**src/rtl/pipeline_hazard_ctrl.sv**
```systemverilog
// Hazard and stall sequencer for the IF/ID and ID/EX registers of the five-stage core:
// load-use bubbles, branch flushes, and multi-cycle EX freezes with a watchdog and stall counters.
module pipeline_hazard_ctrl #(
  parameter int REG_COUNT  = 32,
  parameter int MC_TIMEOUT = 64,
  parameter int CNT_WIDTH  = 32
) (
  input  logic                         clk,
  input  logic                         rst_n,
  input  logic [$clog2(REG_COUNT)-1:0] id_rs1_addr,
  input  logic [$clog2(REG_COUNT)-1:0] id_rs2_addr,
  input  logic                         id_uses_rs1,
  input  logic                         id_uses_rs2,
  input  logic [$clog2(REG_COUNT)-1:0] ex_rd_addr,
  input  logic                         ex_mem_read,
  input  logic                         ex_branch_taken,
  input  logic                         ex_mc_start,
  input  logic                         mc_done,
  output logic                         pc_we,
  output logic                         if_id_we,
  output logic                         if_id_flush,
  output logic                         id_ex_we,
  output logic                         id_ex_bubble,
  output logic                         ex_mem_bubble,
  output logic                         mc_timeout_err,
  output logic [CNT_WIDTH-1:0]         load_stall_cnt,
  output logic [CNT_WIDTH-1:0]         mc_stall_cnt
);

  localparam int AW = $clog2(REG_COUNT);
  localparam int TW = $clog2(MC_TIMEOUT + 1);

  typedef enum logic {RUN, MC_WAIT} state_t;

  state_t        state;
  logic [TW-1:0] tc;
  logic          branch;
  logic          lu;
  logic          lu_stall;
  logic          mcs;

  function automatic logic [CNT_WIDTH-1:0] sat_inc(input logic [CNT_WIDTH-1:0] v);
    return (&v) ? v : v + {{(CNT_WIDTH-1){1'b0}}, 1'b1};
  endfunction

  always_comb begin
    branch   = (state == RUN) && ex_branch_taken;
    lu       = ex_mem_read && (ex_rd_addr != '0) &&
               ((id_uses_rs1 && (id_rs1_addr == ex_rd_addr)) ||
                (id_uses_rs2 && (id_rs2_addr == ex_rd_addr)));
    mcs      = ((state == RUN) && ex_mc_start && !branch && !mc_done) ||
               ((state == MC_WAIT) && !mc_done);
    // Priority: frozen EX first, then branch flush, then load-use; lu only matters in RUN.
    lu_stall = (state == RUN) && lu && !mcs && !branch;
  end

  always_comb begin
    pc_we         = 1'b1;
    if_id_we      = 1'b1;
    if_id_flush   = 1'b0;
    id_ex_we      = 1'b1;
    id_ex_bubble  = 1'b0;
    ex_mem_bubble = 1'b0;
    if (mcs) begin
      pc_we         = 1'b0;
      if_id_we      = 1'b0;
      id_ex_we      = 1'b0;
      ex_mem_bubble = 1'b1;
    end else if (branch) begin
      if_id_flush  = 1'b1;
      id_ex_bubble = 1'b1;
    end else if (lu_stall) begin
      pc_we        = 1'b0;
      if_id_we     = 1'b0;
      id_ex_bubble = 1'b1;
    end
    // Everything is held inactive while reset is asserted.
    if (!rst_n) begin
      pc_we         = 1'b0;
      if_id_we      = 1'b0;
      if_id_flush   = 1'b0;
      id_ex_we      = 1'b0;
      id_ex_bubble  = 1'b0;
      ex_mem_bubble = 1'b0;
    end
  end

  always_ff @(posedge clk or negedge rst_n) begin
    if (!rst_n) begin
      state          <= RUN;
      tc             <= '0;
      mc_timeout_err <= 1'b0;
      load_stall_cnt <= '0;
      mc_stall_cnt   <= '0;
    end else begin
      case (state)
        RUN: begin
          if (ex_mc_start && !branch && !mc_done) begin
            state <= MC_WAIT;
            tc    <= TW'(1);
          end
        end
        MC_WAIT: begin
          if (mc_done) begin
            state <= RUN;
            tc    <= '0;
          end else if (tc == TW'(MC_TIMEOUT)) begin
            state          <= RUN;
            tc             <= '0;
            mc_timeout_err <= 1'b1;
          end else begin
            tc <= tc + TW'(1);
          end
        end
        default: begin
          state <= RUN;
          tc    <= '0;
        end
      endcase
      if (lu_stall) load_stall_cnt <= sat_inc(load_stall_cnt);
      if (mcs)      mc_stall_cnt   <= sat_inc(mc_stall_cnt);
    end
  end

  logic unused_aw;
  assign unused_aw = (AW > 0);

endmodule
```
**config.mk**
```make
export PLATFORM = sky130hd
export DESIGN_NAME = pipeline_hazard_ctrl
export DESIGN_NICKNAME = d
export VERILOG_FILES = /design/src/rtl/pipeline_hazard_ctrl.sv
export SDC_FILE = /design/constraint.sdc
export NUM_CORES = 1
export LEC_CHECK = 0
export CAP_MARGIN = 40
export CELL_PAD_IN_SITES_DETAIL_PLACEMENT = 1
export CELL_PAD_IN_SITES_GLOBAL_PLACEMENT = 2
export CORE_ASPECT_RATIO = 0.7
export CORE_MARGIN = 2
export CORE_UTILIZATION = 39
export DETAILED_ROUTE_END_ITERATION = 7
export DONT_BUFFER_PORTS = 1
export PLACE_DENSITY = 0.84
export RECOVER_POWER = 50
export SETUP_SLACK_MARGIN = 0.05
export SYNTH_ARGS = -nofsm -noshare
export SYNTH_HDL_FRONTEND = slang
export SYNTH_SLANG_ARGS = --single-unit
```
**constraint.sdc**
```tcl
create_clock -name clk -period 2.25 [get_ports clk]
set_input_delay 0.3375 -clock clk [delete_from_list [all_inputs] [get_ports clk]]
set_output_delay 0.3375 -clock clk [all_outputs]
set_load 0.1 [all_outputs]
```
# == After elaboration in Yosys (flattened, before gate mapping) ==
# Index checks and enable logic that the tools add are counted.
# op_classes
add_sub_neg,3
n_eq_ne,4
n_mux,23
bitwise,4
n_reduce_logical,25
# ops
cell,n
"adder 32 x 1 -> 32 bit, second input constant",2
AND reduction 32 bit,2
two-way mux 7 bit,3
two-way mux 1 bit,18
logical AND 1 bit,14
one-hot mux 7 bit (2 select lines),1
equality test 5 bit,2
"adder 7 x 1 -> 7 bit, second input constant",1
"equality test 7 bit, second input constant",1
nonzero test 5 bit,1
inverter 1 bit,4
AND reduction 2 bit,2
logical NOT 1 bit,3
AND reduction 3 bit,1
logical OR 1 bit,2
"!= test 2 x 1 -> 1 bit, second input constant",1
one-hot mux 1 bit (2 select lines),1
# word_totals
register_bits,73
input_bits,23
output_inout_bits,71
elab_cells,64

# == Depth between registers and ports, before layout ==
# depth
depth_word,13
depth_mapped,8
ltp_nobuf,7

# == Worst setup path after synthesis ==
# OpenSTA, ideal clock, no wires.
# synth_timing
path_type,in2out
startpoint,input ex_branch_taken
endpoint,output pc_we
arrival_ns,3.041
required_ns,1.913
slack_ns,-1.129
path_stages,5
path_buffers,1
cell_sequence,nand2b_1 -> o21a_1 -> and4b_1 -> a21oi_1 -> buf_4
# synth_via
elab_chain_len,12
# synth_lines
item,line_no,source
start: declaration,16,"input logic ex_branch_taken,"
logical AND 1 bit (*),47,branch = (state == RUN) && ex_branch_taken;
logical NOT 1 bit,"51, 54",
logical AND 1 bit (2 in series),51,mcs = ((state == RUN) && ex_mc_start && !branch && !mc_done) ||
logical OR 1 bit,51,
logical NOT 1 bit,54,lu_stall = (state == RUN) && lu && !mcs && !branch;
logical AND 1 bit (2 in series),54,
two-way mux 1 bit (2 in series),n/a,
two-way mux 1 bit (*) (2 in series),n/a,
end: declaration,19,"output logic pc_we,"
# Every way passes the cells marked *; elsewhere a longest branch is shown, timed or not.

# == Final worst setup path ==
# layout_timing
startpoint,register state
endpoint,output if_id_we
# layout_via
elab_chain_len,13
word_cells_on_any_way,16
cone_classes,mux (4); bitwise (1); reduce/logical (11)
# layout_lines
item,line_no,source
start: declaration,35,state_t state;
start signal: assignment,90,state <= RUN;
start signal: assignment,99,state <= MC_WAIT;
start signal: assignment,105,state <= RUN;
inverter 1 bit,n/a,
logical AND 1 bit,47,
logical NOT 1 bit,"51, 54",
logical AND 1 bit (2 in series),51,
logical OR 1 bit,51,
logical NOT 1 bit,54,
logical AND 1 bit (2 in series),54,
two-way mux 1 bit,72,end else if (lu_stall) begin
two-way mux 1 bit,69,end else if (branch) begin
two-way mux 1 bit (*),64,if (mcs) begin
two-way mux 1 bit (*),78,if (!rst_n) begin
end: declaration,20,"output logic if_id_we,"
# Marks and branches as above.

==> summary.txt <==
CTS
  – Cts bufs inserted: 9
  – Sink Count: 73
  – CTS clk-pin slew, worst paths: approximately 0.06 ns
  – # H-tree levels: 3
  – CTS root buffer: clkbuf_16
  – Worst-skew pair later-pin latency: 0.34 ns
  – Max Root-Sink Buffers: 2
  – CTS tree: done

Layout
  – Share of post-route cells with drive strength above 1: 40.4%
  – Antenna cells: 0
  – Fin cells: 574
  – Final #Nets: 472
  – Commonest non-fill, non-tap cell in the layout: buf_4
  – Synthesis-to-finish area growth: 32.9%
  – Most frequent cells in the layout: 49 x buf_4, 40 x dfrtp_2, 38 x xor2_1

Setup path
  – Critical path arrival: about 1.8 ns
  – Setup slack, reg-to-reg: 0.14 ns
  – Required @ worst endpoint: approximately 1.9 ns
  – Critical path class: reg2out
  – Worst Setup Start Kind: register
  – FF-to-FF Start: mc_stall_cnt[20]
  – Reg2reg end: mc_stall_cnt[26]
  – CP Max Fanout: 6
  – R2R cell count: 6
  – Critical Path Sink Type: output port

Global route
  – Routing usage on met3: under 10%
  – GRT met1 Usage: 27.0%
  – Initial antenna violation count: 0
  – GRT busiest layer: met2
  – Largest net degree at the start of global routing: 74
  – Met2 usage: between 30% and 40%
  – Vias in the first global route: 3,298
  – Tot GR Track Use: 22.1%
  – First-pass GRT wire length: 17.4 mm
  – Grt ovf: 0

Routing
  – Post-route DRC: 0
  – WL final: roughly 10 mm
  – DR pass1 iterations: 4
  – DR iter-0 viols: between 60 and 70
  – Detail Route Antenna Nets: 0
  – Vias post-DR: a little over 3,000
  – Post-DR vias/cell: 5.34
  – WL/cell: 18.2 µm

Place
  – PortBufs: 0
  – Post-Place Cells: roughly 550
  – Post-DP HPWL: 7.70 mm
  – RD Place Congestion: 0.771

Outcome
  – Outcome: finished clean

Yosys
  – Post-synth top area share: about 50%
  – Warnings from Yosys: 0
  – Post-synthesis cell area: roughly 3600 µm²
  – FFs w/ async S/R, synth: 100%
  – Synth Instances: approximately 350
  – Cell taking the most area after synthesis: dfrtp_1
  – Synth Net Count: 379
  – Post-synth top flop: dfrtp_1
  – Yosys cell types: between 40 and 50
  – Synth top area cells: dfrtp_1 50%, xor2_1 9.1%, xnor2_1 8.7%
  – #FFs+latches synth: 73
  – Post-synth EDFFs: 0
  – Avg Cell Area, Syn: 10.3 µm²
  – Register area share after synthesis: 50.2%

Pwr
  – Sequential power share: roughly two fifths
  – PwrDens: 771 nW/µm²
  – Sw Ratio: 35.3%
  – Pwr Total: ~0.0037 W
  – Clock power share: 35.8%
  – Combinational Power Share: 24.7%
  – Leakage: 2.20 nW
  – Maximum vdd drop: between 0.7 and 0.8 mV
  – Psw: 0.00132 W
  – P_int: ~0.0024 W

Floorplanning
  – Initial Util: 40.1%
  – I/O Pins: 94
  – CORE AREA: 9070 µm²
  – DIE HEIGHT: 84.8 µm
  – Die Footprint: a little over 10,000 µm²
  – Die width: about 120 µm
  – Std cell rows: 29

STA
  – Worst-Margin Slew: 1.02 ns
  – Max_slew headroom: 32.3%
  – Fmax: 466 MHz
  – Max-slew violation count: 0
  – # setup viols final: 0
  – Final Hold Fails: 0
  – Clk_skew: between 0.008 and 0.009 ns
  – Final period util: a little over nine tenths
  – RSZ-0062 raised after global routing: yes
  – Minimum clock period: approximately 2.1 ns

Run
  – Max Cap Viol: 0

Min path
  – Hold Path Sink: tc[0]
  – Worst hold start: mc_done
  – Worst Hold Depth: 1
  – Hold Path Class: in2reg
area by class of cell:
cell class | count | area [µm²]
repair buffers | 85 | 612
clock inverters | 3 | 15.0
flip-flops and latches | 73 | 1960
multi-input cells | 268 | 1810
clock buffers | 13 | 260
inverters | 8 | 30.0
well taps | 124 | 155
fillers | 1008 | 4240
sequential cells by signal (all words and copies together), names as in the netlist:
name            flops
mc_timeout_err      1
load_stall_cnt     32
mc_stall_cnt       32
state               1
tc                  7
logic make-up after synthesis:
| group | after synthesis | synth area share (%) |
|---|---|---|
| AOI/OAI and AO/OA | 24 | 4.13 |
| DFF | 73 | 50.2 |
| muxes | 2 | 0.722 |
| adders and majority gates | 4 | 1.38 |
| xor gates and xnor gates | 74 | 17.8 |
| and+or+nand+nor | 164 | 24.1 |
| buffers and inverters | 11 | 1.65 |
power groups by stage:
stage               combinational, W  sequential, W  clock, W
finish                      0.000922        0.00147   0.00134
global route                0.000975        0.00148   0.00144
CTS                         0.000946        0.00147   0.00137
detailed placement          0.000907        0.00149         0
global placement            0.000873        0.00150         0
floorplan                   0.000217        0.00198         0
critical path: stages, from the launching register on:
cell     delay [ns]
dfrtp_1        0.44
inv_2          0.12
a21o_1         0.18
buf_4          0.16
nand2_2        0.11
a21oi_4        0.18
buf_12         0.27
layer usage:
| layer | wire (µm) | part of all wire (%) |
|---|---|---|
| met5 | 0 | 0 |
| met4 | 113 | 1.1 |
| met3 | 737 | 7.1 |
| met2 | 5050 | 48 |
| met1 | 4530 | 43 |
synth_stat cells (3+ instances only):
master,number
inv_1,8
and4_2,3
and3_1,8
xor2_1,38
and4_1,5
a21oi_1,6
ha_1,4
nand2_1,35
xnor2_1,36
nand2b_1,3
o21ai_0,7
nor3_1,22
dfrtp_1,73
nand3_1,23
nor2_1,26
nand4_1,22
stage by stage:
stage / hold WS [ns] / area [µm²] / utilization, % / TNS (ns) / setup slack [ns]
2_1_floorplan: 0.0419 / 3820 / - / -0.162 / -0.117
3_3_place_gp: 0.0442 / 4570 / 50.4 / 0 / 0.164
3_5_place_dp: 0.0437 / 4600 / 50.7 / 0 / 0.0646
4_1_cts: 0.0672 / 4910 / 54.2 / 0 / 0.0511
5_1_grt: 0.0572 / 4840 / 53.3 / 0 / 0.0116
6_report: 0.0780 / 4840 / 53.3 / 0 / 0.106
worst max path at each step:
stage / startpoint / end / slack (ns) / cells past startpoint
6_report: state / if_id_we / 0.11 / 6
5_1_grt: mc_stall_cnt[22] / mc_stall_cnt[30] / 0.01 / 6
4_1_cts: mc_stall_cnt[1] / mc_stall_cnt[21] / 0.05 / 7
3_5_place_dp: mc_stall_cnt[1] / mc_stall_cnt[21] / 0.06 / 7
3_3_place_gp: mc_stall_cnt[0] / mc_stall_cnt[30] / 0.16 / 7
2_1_floorplan: ex_branch_taken / pc_we / -0.12 / 5
what timing repair did:
action | CTS | global route
resized for setup | 1 | 5
cloned | 0 | 0
setup endpoints to repair | 2 | 28
setup buffers | 0 | 2
hold buffers | 2 | 0
pin swaps | 0 | 2
endpoints found under the hold margin | 73 | 0
No activity file was read; power rests on OpenSTA's default activity.
